[config.mk]
export PLATFORM = sky130hd
export DESIGN_NAME = signed_count_ctrl
export DESIGN_NICKNAME = d
export VERILOG_FILES = /design/src/rtl/signed_count_ctrl.sv
export SDC_FILE = /design/constraint.sdc
export NUM_CORES = 1
export LEC_CHECK = 0
export CORE_ASPECT_RATIO = 0.9
export CORE_MARGIN = 1.5
export CORE_UTILIZATION = 51
export DETAILED_ROUTE_END_ITERATION = 8
export PLACE_DENSITY = 0.79
export SETUP_SLACK_MARGIN = 0.5
export SLEW_MARGIN = 20
export SYNTH_ARGS = -nofsm -noshare
export SYNTH_HDL_FRONTEND = slang
export SYNTH_SLANG_ARGS = --single-unit
[constraint.sdc]
create_clock -name clk -period 2.6 [get_ports clk]
set_clock_uncertainty 0.15 [all_clocks]
set_input_delay 0.65 -clock clk [delete_from_list [all_inputs] [get_ports clk]]
set_output_delay 0.65 -clock clk [all_outputs]
set_load 0.02 [all_outputs]
[src/rtl/signed_count_ctrl.sv]
// Signed up/down event counter with a sign/magnitude conversion stage.
// Each accepted event runs IDLE -> UPD (count update) -> CONV (sign/magnitude) -> IDLE.
module signed_count_ctrl #(
    parameter int WIDTH  = 8,
    parameter bit SAT_EN = 1'b1
) (
    input  logic             clk,
    input  logic             rst_n,
    input  logic             enter,
    input  logic             exit,
    input  logic             clear,
    output logic [WIDTH-1:0] count,
    output logic             sign,
    output logic [WIDTH-1:0] magnitude,
    output logic             mag_valid,
    output logic             busy,
    output logic             ovf,
    output logic             dropped,
    output logic [1:0]       dbg_state
);

    // Handshake: enter/exit are single-cycle requests with no ready; requests
    // arriving while busy are parked in one pending slot per direction, and a
    // second request into an occupied slot is lost and flagged via dropped.
    // mag_valid is a one-cycle pulse qualifying sign/magnitude.

    typedef enum logic [1:0] {
        IDLE = 2'd0,
        UPD  = 2'd1,
        CONV = 2'd2
    } state_t;

    localparam logic [WIDTH-1:0] ONE     = WIDTH'(1);
    localparam logic [WIDTH-1:0] DEC_OP  = ~ONE + ONE;
    localparam logic [WIDTH-1:0] MAX_POS = {1'b0, {(WIDTH-1){1'b1}}};
    localparam logic [WIDTH-1:0] MIN_NEG = {1'b1, {(WIDTH-1){1'b0}}};

    state_t           state, state_n;
    logic [WIDTH-1:0] count_n, mag_n;
    logic             sign_n, mag_valid_n, ovf_n, dropped_n;
    logic             pend_in, pend_in_n, pend_out, pend_out_n;
    logic             dir_up, dir_up_n;
    logic             inc, dec;

    always_ff @(posedge clk) begin
        if (!rst_n) begin
            state     <= IDLE;
            count     <= '0;
            sign      <= 1'b0;
            magnitude <= '0;
            mag_valid <= 1'b0;
            ovf       <= 1'b0;
            dropped   <= 1'b0;
            pend_in   <= 1'b0;
            pend_out  <= 1'b0;
            dir_up    <= 1'b0;
        end else begin
            state     <= state_n;
            count     <= count_n;
            sign      <= sign_n;
            magnitude <= mag_n;
            mag_valid <= mag_valid_n;
            ovf       <= ovf_n;
            dropped   <= dropped_n;
            pend_in   <= pend_in_n;
            pend_out  <= pend_out_n;
            dir_up    <= dir_up_n;
        end
    end

    always_comb begin
        state_n     = state;
        count_n     = count;
        sign_n      = sign;
        mag_n       = magnitude;
        mag_valid_n = 1'b0;
        ovf_n       = ovf;
        dropped_n   = dropped;
        pend_in_n   = pend_in;
        pend_out_n  = pend_out;
        dir_up_n    = dir_up;
        inc         = enter | pend_in;
        dec         = exit | pend_out;

        if (clear) begin
            state_n    = IDLE;
            count_n    = '0;
            sign_n     = 1'b0;
            mag_n      = '0;
            ovf_n      = 1'b0;
            dropped_n  = 1'b0;
            pend_in_n  = 1'b0;
            pend_out_n = 1'b0;
        end else begin
            // While busy, park new requests; a second one into a full slot is lost.
            if (state != IDLE) begin
                if (enter) begin
                    if (pend_in) dropped_n = 1'b1;
                    pend_in_n = 1'b1;
                end
                if (exit) begin
                    if (pend_out) dropped_n = 1'b1;
                    pend_out_n = 1'b1;
                end
            end

            case (state)
                IDLE: begin
                    if (inc && dec) begin
                        pend_in_n  = 1'b0;
                        pend_out_n = 1'b0;
                    end else if (inc) begin
                        dir_up_n  = 1'b1;
                        pend_in_n = 1'b0;
                        state_n   = UPD;
                    end else if (dec) begin
                        dir_up_n   = 1'b0;
                        pend_out_n = 1'b0;
                        state_n    = UPD;
                    end
                end
                UPD: begin
                    if (dir_up) begin
                        if (count == MAX_POS) begin
                            ovf_n   = 1'b1;
                            count_n = SAT_EN ? count : count + ONE;
                        end else begin
                            count_n = count + ONE;
                        end
                    end else begin
                        if (count == MIN_NEG) begin
                            ovf_n   = 1'b1;
                            count_n = SAT_EN ? count : count + DEC_OP;
                        end else begin
                            count_n = count + DEC_OP;
                        end
                    end
                    state_n = CONV;
                end
                CONV: begin
                    sign_n      = count[WIDTH-1];
                    mag_n       = count[WIDTH-1] ? (~count + ONE) : count;
                    mag_valid_n = 1'b1;
                    state_n     = IDLE;
                end
                default: state_n = IDLE;
            endcase
        end
    end

    assign busy      = (state == UPD) || (state == CONV);
    assign dbg_state = state;

endmodule
==> flow_summary.rst, run 1 <==
.. list-table::
   :header-rows: 1

   * - Metric
     - Value
   * - Final Critical Period
     - 2.12 ns
   * - Met3 layer usage reported by global route
     - 0.0313
   * - Deepest level of the CTS H-tree
     - 1
   * - Area added between synthesis and finish
     - 32.4%
   * - Clock tree buffer depth
     - 2
   * - Global-route wire length before repair
     - 5070 um
   * - First-pass iteration count of the detailed router
     - 4
   * - Global-route met2 utilization
     - 0.353
   * - Top delay family on crit path
     - multiplexers
   * - Total nets after synthesis
     - 183
   * - Number of port buffers
     - 27
   * - Layout Nets
     - 217
   * - Kind of start point of the critical path
     - register
   * - Req. time, crit path
     - 2.70 ns
   * - Library cells used by synthesis
     - 39
   * - Setup slack of the critical path after layout
     - 0.475 ns
   * - Unrepaired setup endpoints after global routing
     - true
   * - Bufs and invs on worst path
     - 1
   * - Power per standard cell area
     - 397 nW/um^2
   * - Category of the most critical setup path
     - reg2reg
   * - Worst path max stage delay
     - 0.39 ns
   * - Root buf cell
     - sky130_fd_sc_hd__clkbuf_4
   * - Highest net fanout along the worst path
     - 9
   * - Worst slew slack as a fraction of its limit
     - 0.620
   * - Share of flip-flops with an asynchronous set or reset after synthesis
     - 0
   * - Cell Rows
     - 18
   * - Mean area per synthesized cell
     - 8.75 um^2
   * - Share of cells above drive strength 1
     - 0.186
   * - Number of global-route vias before repair
     - 1177
   * - Drt wl/cell
     - 14.3 um
   * - Result of the run
     - finished, final reports clean
   * - Clock tree from TritonCTS
     - done
   * - Actual slew at the worst max-slew pin
     - 0.566 ns
   * - Endpoint arrival time on the critical path
     - 2.23 ns
   * - Worst-skew pair later-pin latency
     - 0.32 ns
   * - Worst path slowest cell
     - sky130_fd_sc_hd__dfxtp_4
   * - Flip-flop and latch count after synthesis
     - 25
   * - Total global routing track utilization
     - 0.206
   * - CTS clock-pin slew for the worst setup and hold paths
     - 0.13 ns
   * - Violation count after the first detailed-route iteration
     - 28
   * - Die footprint
     - 3180 um^2
   * - Routed Antenna Nets
     - 0
   * - Setup TNS Final
     - 0 ns
   * - Per-cell via count in the routed design
     - 5.56
   * - Inserted Diodes
     - 0
   * - Timing-limited maximum frequency
     - 471 MHz
   * - DIE HEIGHT
     - 53.6 um
   * - Ys Warns
     - 0
   * - Maximum capacitance violations
     - 0
   * - IO Count
     - 28
   * - Placement Setup Slack
     - 0.259 ns
   * - Clock sink total
     - 25
   * - Type of the worst min-delay path
     - reg2reg
   * - Antenna violations before repair
     - 0
   * - Type of destination of the critical path
     - register
   * - Final hold violations
     - 0
   * - Number of CTS-inserted buffers
     - 3
   * - Most Crowded Layer GR
     - met2
   * - Detailed Route WL
     - 3420 um
   * - Crit share post-route
     - 0.817
   * - Worst vdd rail ir drop
     - 223 uV
   * - Global placer's final weighted congestion
     - 0.947
   * - Sequence of cells on the critical path
     - inv_6 > ha_1 > a211oi_2 > nor3_1 > a211oi_2 > mux2i_1 > mux2i_1
   * - Overflow left after global routing
     - 0
   * - Final HPWL from detailed placement
     - 2250 um
   * - Mapped cell area
     - 1450 um^2
   * - Main flop type after synthesis
     - sky130_fd_sc_hd__dfxtp_1
   * - # setup viols final
     - 0
   * - Met1 Track Usage GR
     - 0.260
   * - DR vias
     - 1328
   * - Leakage power figure
     - 0.987 nW
   * - Synthesized instance count
     - 166
   * - Sequential element share of the synthesized area
     - 0.345
   * - DRC
     - 0
   * - Die Span X
     - 59.3 um
   * - Number of synthesized flops with an enable pin
     - 0
   * - Initial cell density of the core
     - 0.533
   * - Maximum number of pins on one net before global-route repair
     - 22
   * - Max-slew violation total from the final report
     - 0
   * - Area of the core
     - 2730 um^2
[worst paths after layout]
kind | start | end | slack (ns) | depth (start not counted)
max | dir_up | count[7] | 0.48 | 7
min | ovf | ovf | 0.30 | 2
max reg2reg | dir_up | count[7] | 0.48 | 7
min reg2reg | ovf | ovf | 0.30 | 2
[per-stage QoR]
stage               power [mW]  utilization  hold WS, ns  std cells  instance area (um^2)
floorplan                0.534            -        0.372        166                  1470
global placement         0.572        0.646        0.285        228                  1760
detailed placement       0.580        0.646        0.286        228                  1760
CTS                      0.748        0.665        0.305        234                  1810
global route             0.795        0.706        0.342        239                  1920
finish                   0.764        0.706        0.303        239                  1920
[kinds of logic after synthesis]
| family | synth area share |
|---|---|
| and+or+nand+nor | 0.210 |
| AOI/OAI and AO/OA | 0.169 |
| DFF | 0.345 |
| buffers and inverters | 0.0517 |
| adders and majority gates | 0.109 |
| xor gates and xnor gates | 0.0543 |
| muxes | 0.0620 |
[cell usage in the layout, fill, tap and decap left out, drive strengths merged, types with 5 or more instances in the layout]
cell | Yosys | final
dlymetal6s2s | 0 | 12
nor3 | 10 | 11
nor2 | 19 | 19
mux2i | 9 | 9
dlygate4sd2 | 0 | 10
nand2 | 6 | 6
clkbuf | 6 | 7
a211oi | 9 | 9
ha | 11 | 11
a21oi | 9 | 9
dfxtp | 25 | 25
buf | 0 | 5
xor2 | 5 | 5
inv | 14 | 14
o21ai | 9 | 9
[layout make-up]
class / count / area (um^2)
Clock buffer: 4 / 26.3
Inverter: 14 / 57.6
Sequential cell: 25 / 519
Multi-Input combinational cell: 122 / 936
Fill cell: 208 / 802
Tap cell: 40 / 50.0
Timing Repair Buffer: 34 / 334
[state kept, by name, summed over array words and instances, names as in the netlist]
| signal | count |
|---|---|
| count | 8 |
| dropped | 1 |
| mag_valid | 1 |
| dir_up | 1 |
| pend_out | 1 |
| pend_in | 1 |
| dbg_state | 2 |
| sign | 1 |
| magnitude | 8 |
| ovf | 1 |
[Yosys cell counts, types with 2 or more instances]
master	n	area, um^2
sky130_fd_sc_hd__clkbuf_1	6	22.5
sky130_fd_sc_hd__nor2_1	19	71.3
sky130_fd_sc_hd__a21o_1	2	15.0
sky130_fd_sc_hd__xnor2_1	4	35.0
sky130_fd_sc_hd__nor3_4	2	32.5
sky130_fd_sc_hd__nor2b_1	2	12.5
sky130_fd_sc_hd__a21oi_1	9	45.0
sky130_fd_sc_hd__mux2i_1	9	90.1
sky130_fd_sc_hd__inv_1	14	52.6
sky130_fd_sc_hd__dfxtp_1	25	500
sky130_fd_sc_hd__nand2b_1	4	25.0
sky130_fd_sc_hd__nor3_1	8	40.0
sky130_fd_sc_hd__nor4_1	2	12.5
sky130_fd_sc_hd__o21ai_0	8	40.0
sky130_fd_sc_hd__xor2_1	5	43.8
sky130_fd_sc_hd__a211oi_1	9	67.6
sky130_fd_sc_hd__ha_1	11	138
sky130_fd_sc_hd__nand2_1	6	22.5
[worst reg2reg max path: stages, from the launching register on]
cell                       delay, ns
sky130_fd_sc_hd__dfxtp_4        0.39
sky130_fd_sc_hd__inv_6          0.06
sky130_fd_sc_hd__ha_1           0.32
sky130_fd_sc_hd__a211oi_2       0.28
sky130_fd_sc_hd__nor3_1         0.13
sky130_fd_sc_hd__a211oi_2       0.20
sky130_fd_sc_hd__mux2i_1        0.31
sky130_fd_sc_hd__mux2i_1        0.23
[per-layer routing]
layer	wire length, um	part of all wire	up-vias
li1	-	-	652
met1	1630	0.48	628
met2	1610	0.47	39
met3	130	0.038	9
met4	53	0.016	0
met5	0	0	-
[where the power goes]
part,internal (mW),leakage (nW),switching (mW)
clock,0.0601,0.0150,0.114
combinational,0.0825,0.765,0.103
sequential,0.391,0.207,0.0143
total,0.533,0.987,0.231
[timing repair]
| item | 4_1_cts | 5_1_grt |
|---|---|---|
| pin swaps | 1 | 5 |
| resized for setup | 22 | 26 |
| gates cloned | 0 | 1 |
| buffers inserted | 2 | 4 |
| setup endpoints to repair | 14 | 21 |
| hold buffers | 0 | 0 |
| endpoints found under the hold margin | 0 | 0 |
Note: power is estimated with default switching activity, not from simulation.
==> run 2, diff against run 1 <==
- CORE_UTILIZATION: 51 -> 46
- PLACE_DENSITY: 0.79 -> 0.75
- clock period: 2.6 -> 1.7 ns (I/O delays scaled with it)
==> run 2 against run 1 <==
  * The flow now stops in global routing (5_1_grt)
  * Area after synthesis is the same
  * Synthesized cell count stayed put
==> flow_summary.rst, run 2 <==
.. list-table::
   :header-rows: 1

   * - Metric
     - Value
   * - Library cells used by synthesis
     - 39
   * - Number of port buffers
     - 27
   * - Mapped cell area
     - 1450 um^2
   * - Library cell with the highest instance count after synthesis
     - sky130_fd_sc_hd__dfxtp_1
   * - Initial cell density of the core
     - 0.477
   * - Failing step
     - global routing (5_1_grt)
   * - Total nets after synthesis
     - 183
   * - Dpl cell area
     - 2160 um^2
   * - Share of flip-flops with an asynchronous set or reset after synthesis
     - 0
   * - DP Cell Count
     - 272
   * - Pin ending the worst setup path after global-route repair
     - count[7]$_SDFFE_PP0P_/D
   * - Cell Rows
     - 19
   * - Root buf cell
     - sky130_fd_sc_hd__clkbuf_4
   * - Flip-flop and latch count after synthesis
     - 25
   * - Result of the run
     - aborted with a tool error
   * - Error message
     - [ERROR DPL-0033] detailed placement checks failed during check placement.
   * - Maximum number of pins on one net before global-route repair
     - 15
   * - DIE HEIGHT
     - 56.3 um
   * - Sequential element share of the synthesized area
     - 0.345
   * - Die Span X
     - 62.2 um
   * - Main area contributors after synthesis
     - sky130_fd_sc_hd__dfxtp_1 (34%), sky130_fd_sc_hd__ha_1 (9.5%), sky130_fd_sc_hd__mux2i_1 (6.2%)
   * - Global placer's final weighted congestion
     - 0.975
   * - Area share of the leading cell type in the synthesized netlist
     - 0.345
   * - CTS hold repair buffers
     - 0
   * - Deepest level of the CTS H-tree
     - 1
   * - Synthesized instance count
     - 166
   * - Number of synthesized flops with an enable pin
     - 0
   * - Number of CTS-inserted buffers
     - 3
   * - Post-synth top cells
     - sky130_fd_sc_hd__dfxtp_1 (25), sky130_fd_sc_hd__nor2_1 (19), sky130_fd_sc_hd__inv_1 (14), sky130_fd_sc_hd__ha_1 (11)
   * - Clock tree buffer depth
     - 2
   * - Cell taking the most area after synthesis
     - sky130_fd_sc_hd__dfxtp_1
   * - Antenna violations before repair
     - 0
   * - Worst EP Category
     - sequential cell input
   * - Mean area per synthesized cell
     - 8.75 um^2
   * - Ys Warns
     - 0
   * - Clock sink total
     - 25
   * - Final HPWL from detailed placement
     - 2870 um
   * - Main flop type after synthesis
     - sky130_fd_sc_hd__dfxtp_1
   * - IO Count
     - 28
-- run 2: timing repair --
item	CTS
setup buffers	20
resized for setup	224
pin swaps	28
setup endpoints to repair	48
-- run 2: kinds of logic after synthesis --
family,Yosys count,synth area share
AND/OR/NAND/NOR,53,0.210
adder cells (fa/ha/maj),12,0.109
multiplexers,9,0.0620
buffers and inverters,20,0.0517
flip-flops,25,0.345
XOR/XNOR,9,0.0543
AO/OA/AOI/OAI,38,0.169
-- run 2: metrics by stage --
stage | hold WS, ns | setup WS, ns
floorplan | 0.340 | -0.306
global placement | 0.287 | -0.268
detailed placement | 0.296 | -0.328
CTS | 0.325 | -0.336
==> run 3, diff against run 2 <==
- CORE_ASPECT_RATIO: 0.9 -> unset
- CORE_UTILIZATION: 46 -> 37
- PLACE_DENSITY: 0.75 -> unset
- PLACE_DENSITY_LB_ADDON: unset -> 0.15
- SETUP_SLACK_MARGIN: 0.5 -> unset
- clock period: 1.7 -> 2.2 ns (I/O delays scaled with it)
==> run 3 against run 2 <==
  * The run now ends clean
==> flow_summary.rst, run 3 (synthesized netlist as in run 1, its figures left out) <==
.. list-table::
   :header-rows: 1

   * - Metric
     - Value
   * - Result of the run
     - finished, final reports clean
   * - Per-cell via count in the routed design
     - 5.03
   * - Worst path max stage delay
     - 0.67 ns
   * - Leakage power figure
     - 0.715 nW
   * - Bufs and invs on worst path
     - 1
   * - Fraction of power spent switching nets
     - 0.278
   * - Proportion of power drawn by the clock network
     - 0.283
   * - Antenna violations before repair
     - 0
   * - Power per standard cell area
     - 509 nW/um^2
   * - Final Critical Period
     - 2.14 ns
   * - Highest net fanout along the worst path
     - 7
   * - Type of the worst min-delay path
     - reg2reg
   * - Overall power after layout
     - 0.956 mW
   * - Deepest level of the CTS H-tree
     - 1
   * - Most frequent standard cell in the layout excluding fill and tap cells
     - sky130_fd_sc_hd__clkdlybuf4s50_1
   * - DR vias
     - 1242
   * - Violation count after the first detailed-route iteration
     - 39
   * - Setup slack of the critical path after layout
     - 0.0628 ns
   * - Top delay family on crit path
     - buffers and inverters
   * - Sequence of cells on the critical path
     - clkdlybuf4s50_1
   * - Placement Setup Slack
     - 0.0353 ns
   * - Maximum number of pins on one net before global-route repair
     - 22
   * - Area added between synthesis and finish
     - 29.4%
   * - Maximum capacitance violations
     - 0
   * - Routed Antenna Nets
     - 0
   * - Endpoint arrival time on the critical path
     - 1.44 ns
   * - Internal Pwr Total
     - 0.690 mW
   * - Crit share post-route
     - 0.971
   * - Clock sink total
     - 25
   * - Final hold violations
     - 0
   * - Global-route wire length before repair
     - 5210 um
   * - Global placer's final weighted congestion
     - 0.888
   * - Timing-limited maximum frequency
     - 468 MHz
   * - Total global routing track utilization
     - 0.153
   * - Kind of start point of the critical path
     - register
   * - DRC
     - 0
   * - Worst path slowest cell
     - sky130_fd_sc_hd__clkdlybuf4s50_1
   * - Detailed Route WL
     - 2970 um
   * - Setup TNS Final
     - 0 ns
   * - Layout Nets
     - 217
   * - First-pass iteration count of the detailed router
     - 4
   * - Initial cell density of the core
     - 0.391
   * - Actual slew at the worst max-slew pin
     - 0.583 ns
   * - Die footprint
     - 4310 um^2
   * - Clock tree from TritonCTS
     - done
   * - Type of destination of the critical path
     - output port
   * - Non-filler cells in the finished layout
     - 247
   * - Final HPWL from detailed placement
     - 2270 um
   * - IO Count
     - 28
   * - Area of the core
     - 3720 um^2
   * - Inserted Diodes
     - 0
   * - # setup viols final
     - 0
   * - Cell Rows
     - 22
   * - Req. time, crit path
     - 1.50 ns
   * - Share of cells above drive strength 1
     - 0.116
   * - Unrepaired setup endpoints after global routing
     - true
   * - Max-slew violation total from the final report
     - 0
   * - Portion of total power attributed to combinational logic
     - 0.219
   * - Overflow left after global routing
     - 0
   * - DP Cell Count
     - 243
   * - Die Span X
     - 65.7 um
   * - Category of the most critical setup path
     - reg2out
   * - Leading cell types in the layout, fill and taps excluded
     - sky130_fd_sc_hd__clkdlybuf4s50_1 (26), sky130_fd_sc_hd__dfxtp_1 (23), sky130_fd_sc_hd__nor2_1 (19)
   * - Number of global-route vias before repair
     - 1147
   * - CTS clock-pin slew for the worst setup and hold paths
     - 0.09 ns
   * - Clock tree buffer depth
     - 2
   * - Number of port buffers
     - 27
   * - Switching pwr
     - 0.266 mW
   * - DIE HEIGHT
     - 65.7 um
   * - Power share of the sequential group
     - 0.498
   * - Root buf cell
     - sky130_fd_sc_hd__clkbuf_8
   * - Worst vdd rail ir drop
     - 220 uV
   * - Number of CTS-inserted buffers
     - 3
   * - CTS hold repair buffers
     - 0
   * - Worst slew slack as a fraction of its limit
     - 0.612
   * - Worst-skew pair later-pin latency
     - 0.26 ns
   * - Drt wl/cell
     - 12.0 um
## run 3: metrics by stage
| step | cell area, um^2 | hold slack, ns | util |
|---|---|---|---|
| final | 1880 | 0.299 | 0.506 |
| after global routing | 1880 | 0.325 | 0.506 |
| after CTS | 1870 | 0.304 | 0.502 |
| after detailed placement | 1820 | 0.290 | 0.490 |
| after global placement | 1820 | 0.287 | 0.490 |
| after floorplan | 1450 | 0.367 | - |
## run 3: layer usage
metal | GRT usage | part of all wire
met2 | 0.244 | 0.43
met5 | 0 | 0
met3 | 0.0103 | 0.027
met4 | 0.0625 | 0.017
met1 | 0.213 | 0.52
## run 3: path summary, 6_finish.rpt
kind               to  depth (start not counted)  slack [ns]  startpoint
min               ovf                          2        0.30         ovf
max          count[3]                          1        0.06    count[3]
min reg2reg       ovf                          2        0.30         ovf
max reg2reg  count[7]                          8        0.11      dir_up
## run 3: cell type report
| cell class | instances | area (um^2) |
|---|---|---|
| inverter | 14 | 52.6 |
| multi-input combinational | 121 | 890 |
| timing repair buffer | 35 | 329 |
| tap | 48 | 60.1 |
| clock buffer | 4 | 45.0 |
| sequential | 25 | 503 |
| fill | 361 | 1840 |
## run 3: power groups by stage
stage / sequential (mW) / combinational (mW) / clock [mW]
detailed placement: 0.486 / 0.206 / 0
global route: 0.478 / 0.236 / 0.305
global placement: 0.485 / 0.203 / 0
finish: 0.476 / 0.209 / 0.271
floorplan: 0.493 / 0.136 / 0
CTS: 0.476 / 0.206 / 0.283
## run 3: worst register-to-register path: stages, from the launching register on
cell                       delay, ns
sky130_fd_sc_hd__dfxtp_1        0.37
sky130_fd_sc_hd__inv_2          0.10
sky130_fd_sc_hd__buf_4          0.15
sky130_fd_sc_hd__ha_1           0.31
sky130_fd_sc_hd__a21oi_1        0.15
sky130_fd_sc_hd__o21ai_0        0.11
sky130_fd_sc_hd__a211oi_2       0.26
sky130_fd_sc_hd__mux2i_1        0.24
sky130_fd_sc_hd__mux2i_1        0.19
## run 3: what timing repair did
item / 4_1_cts / 5_1_grt
endpoints found under the setup margin: 3 / 6
setup buffers: 0 / 0
resized for setup: 3 / 4
==> run 4, diff against run 3 <==
- REMOVE_ABC_BUFFERS: unset -> 1
==> run 4 against run 3 <==
  * Combinational power about the same
  * Maximum frequency decreased by 0.44%
  * Setup slack got worse by 0.0094 ns
  * Final cell count unchanged
==> flow_summary.rst, run 4 (synthesized netlist as in run 1, its figures left out) <==
.. list-table::
   :header-rows: 1

   * - Metric
     - Value
   * - Result of the run
     - finished, final reports clean
   * - Worst-skew pair later-pin latency
     - 0.27 ns
   * - Final HPWL from detailed placement
     - 2420 um
   * - Actual slew at the worst max-slew pin
     - 0.603 ns
   * - Deepest level of the CTS H-tree
     - 1
   * - Max-slew violation total from the final report
     - 0
   * - Fraction of power spent switching nets
     - 0.283
   * - Share of cells above drive strength 1
     - 0.111
   * - Sequence of cells on the critical path
     - clkdlybuf4s50_1
   * - Bufs and invs on worst path
     - 1
   * - Clock tree buffer depth
     - 2
   * - Cell Rows
     - 22
   * - Area added between synthesis and finish
     - 29.5%
   * - Antenna violations before repair
     - 0
   * - Die footprint
     - 4310 um^2
   * - Switching pwr
     - 0.272 mW
   * - Number of filler cells placed in the layout
     - 371
   * - Capturing instance or port of the critical path
     - count[4]
   * - Worst path slowest cell
     - sky130_fd_sc_hd__clkdlybuf4s50_1
   * - Clock tree from TritonCTS
     - done
   * - Final hold violations
     - 0
   * - Detailed Route WL
     - 3160 um
   * - Top delay family on crit path
     - buffers and inverters
   * - Violation count after the first detailed-route iteration
     - 19
   * - Maximum number of pins on one net before global-route repair
     - 18
   * - IO Count
     - 28
   * - Met1 Track Usage GR
     - 0.199
   * - Kind of start point of the critical path
     - register
   * - Timing-limited maximum frequency
     - 466 MHz
   * - Maximum capacitance violations
     - 0
   * - Power per standard cell area
     - 511 nW/um^2
   * - DRC
     - 0
   * - Portion of total power attributed to combinational logic
     - 0.220
   * - # setup viols final
     - 0
   * - Power share of the sequential group
     - 0.495
   * - Per-cell via count in the routed design
     - 5.03
   * - Worst vdd rail ir drop
     - 329 uV
   * - Overflow left after global routing
     - 0
   * - DR vias
     - 1243
   * - Internal Pwr Total
     - 0.690 mW
   * - Reg2reg setup slack
     - 0.09 ns
   * - Global placer's final weighted congestion
     - 0.929
   * - Worst Hold Path Cells
     - 2
   * - Leakage power figure
     - 0.734 nW
   * - Req. time, crit path
     - 1.50 ns
   * - Routed Antenna Nets
     - 0
   * - Inserted Diodes
     - 0
   * - Endpoint arrival time on the critical path
     - 1.45 ns
   * - Layout Nets
     - 217
   * - Type of destination of the critical path
     - output port
   * - Root buf cell
     - sky130_fd_sc_hd__clkbuf_8
   * - CTS clock-pin slew for the worst setup and hold paths
     - 0.09 ns
   * - Most frequent standard cell in the layout excluding fill and tap cells
     - sky130_fd_sc_hd__clkdlybuf4s50_1
   * - First-pass iteration count of the detailed router
     - 4
   * - Total setup buffers inserted after CTS
     - 0
   * - Die Span X
     - 65.7 um
   * - Length in cells of the worst reg-to-reg path
     - 8
   * - Highest net fanout along the worst path
     - 7
   * - Number of port buffers
     - 27
   * - Area of the core
     - 3720 um^2
   * - R2R Path End
     - count[7]
   * - Worst slew slack as a fraction of its limit
     - 0.598
   * - Total global routing track utilization
     - 0.155
   * - Startpoint of the worst-slack reg-to-reg timing path
     - dir_up
   * - Worst path max stage delay
     - 0.67 ns
   * - Area used by sequential logic in the layout
     - 503 um^2
   * - Area taken by multi-input logic gates
     - 890 um^2
   * - Initial cell density of the core
     - 0.391
   * - DIE HEIGHT
     - 65.7 um
   * - Stages on worst setup path
     - 1
   * - Most Crowded Layer GR
     - met2
   * - Startpoint of the worst setup timing path
     - count[4]
   * - Number of CTS-inserted buffers
     - 3
   * - Met3 layer usage reported by global route
     - 0.0223
   * - Category of the most critical setup path
     - reg2out
   * - Setup TNS Final
     - 0 ns
   * - Drt wl/cell
     - 12.8 um
   * - Clock sink total
     - 25
   * - Final Critical Period
     - 2.15 ns
   * - Proportion of power drawn by the clock network
     - 0.285
   * - Type of the worst min-delay path
     - reg2reg
   * - Crit share post-route
     - 0.976
   * - CTS hold repair buffers
     - 0
   * - Number of global-route vias before repair
     - 1147
   * - Global-route wire length before repair
     - 5250 um
   * - Leading cell types in the layout, fill and taps excluded
     - sky130_fd_sc_hd__clkdlybuf4s50_1 (25), sky130_fd_sc_hd__dfxtp_1 (23), sky130_fd_sc_hd__nor2_1 (19)
   * - Post-Route Hold Slack
     - 0.304 ns
   * - Global-route met2 utilization
     - 0.263
==> run 4: cell count changes in the layout (fill, tap and decap cells not counted), sizes merged <==
cell	delta
clkdlybuf4s50	-1
dlymetal6s2s	+1
==> run 4: how the worst min path moves through the flow <==
stage,start,to,slack [ns]
6_report,ovf,ovf,0.30
5_1_grt,ovf,ovf,0.33
3_3_place_gp,ovf,ovf,0.28
3_5_place_dp,ovf,ovf,0.29
2_1_floorplan,dir_up,dir_up,0.37
4_1_cts,ovf,ovf,0.31
==> run 4: layout make-up <==
| class | instances | share of cell area |
|---|---|---|
| sequential | 25 | 0.267 |
| inverter | 14 | 0.0279 |
| tap | 48 | 0.0319 |
| clock buffer | 4 | 0.0239 |
| multi-input combinational | 121 | 0.473 |
| timing repair buffer | 35 | 0.176 |
==> run 4: per-stage QoR <==
stage,utilization,power [mW],instances,setup slack [ns],area (um^2)
after global placement,0.490,0.689,243,0.0901,1820
after detailed placement,0.490,0.694,243,0.0202,1820
after CTS,0.502,0.962,247,0.00633,1870
final,0.506,0.961,247,0.0534,1880
after floorplan,-,0.627,160,0.0460,1430
after global routing,0.506,1.00,247,-0.0115,1880
==> run 4: routing by layer <==
metal / wire length (um) / up-vias
met1: 1550 / 570
met4: 29 / 0
met2: 1530 / 17
li1: - / 651
met5: 0 / -
met3: 49 / 5
==> run 4: power groups by stage <==
stage,registers (mW),clock network [mW],logic [mW]
5_1_grt,0.478,0.291,0.234
4_1_cts,0.476,0.279,0.207
3_3_place_gp,0.486,0,0.204
6_report,0.476,0.274,0.212
3_5_place_dp,0.486,0,0.207
2_1_floorplan,0.495,0,0.132
==> run 4: repair_timing <==
item | 4_1_cts | 5_1_grt
setup endpoints to repair | 2 | 3
pin swaps | 0 | 2
resized for setup | 2 | 5
hold endpoints to repair | 0 | 0
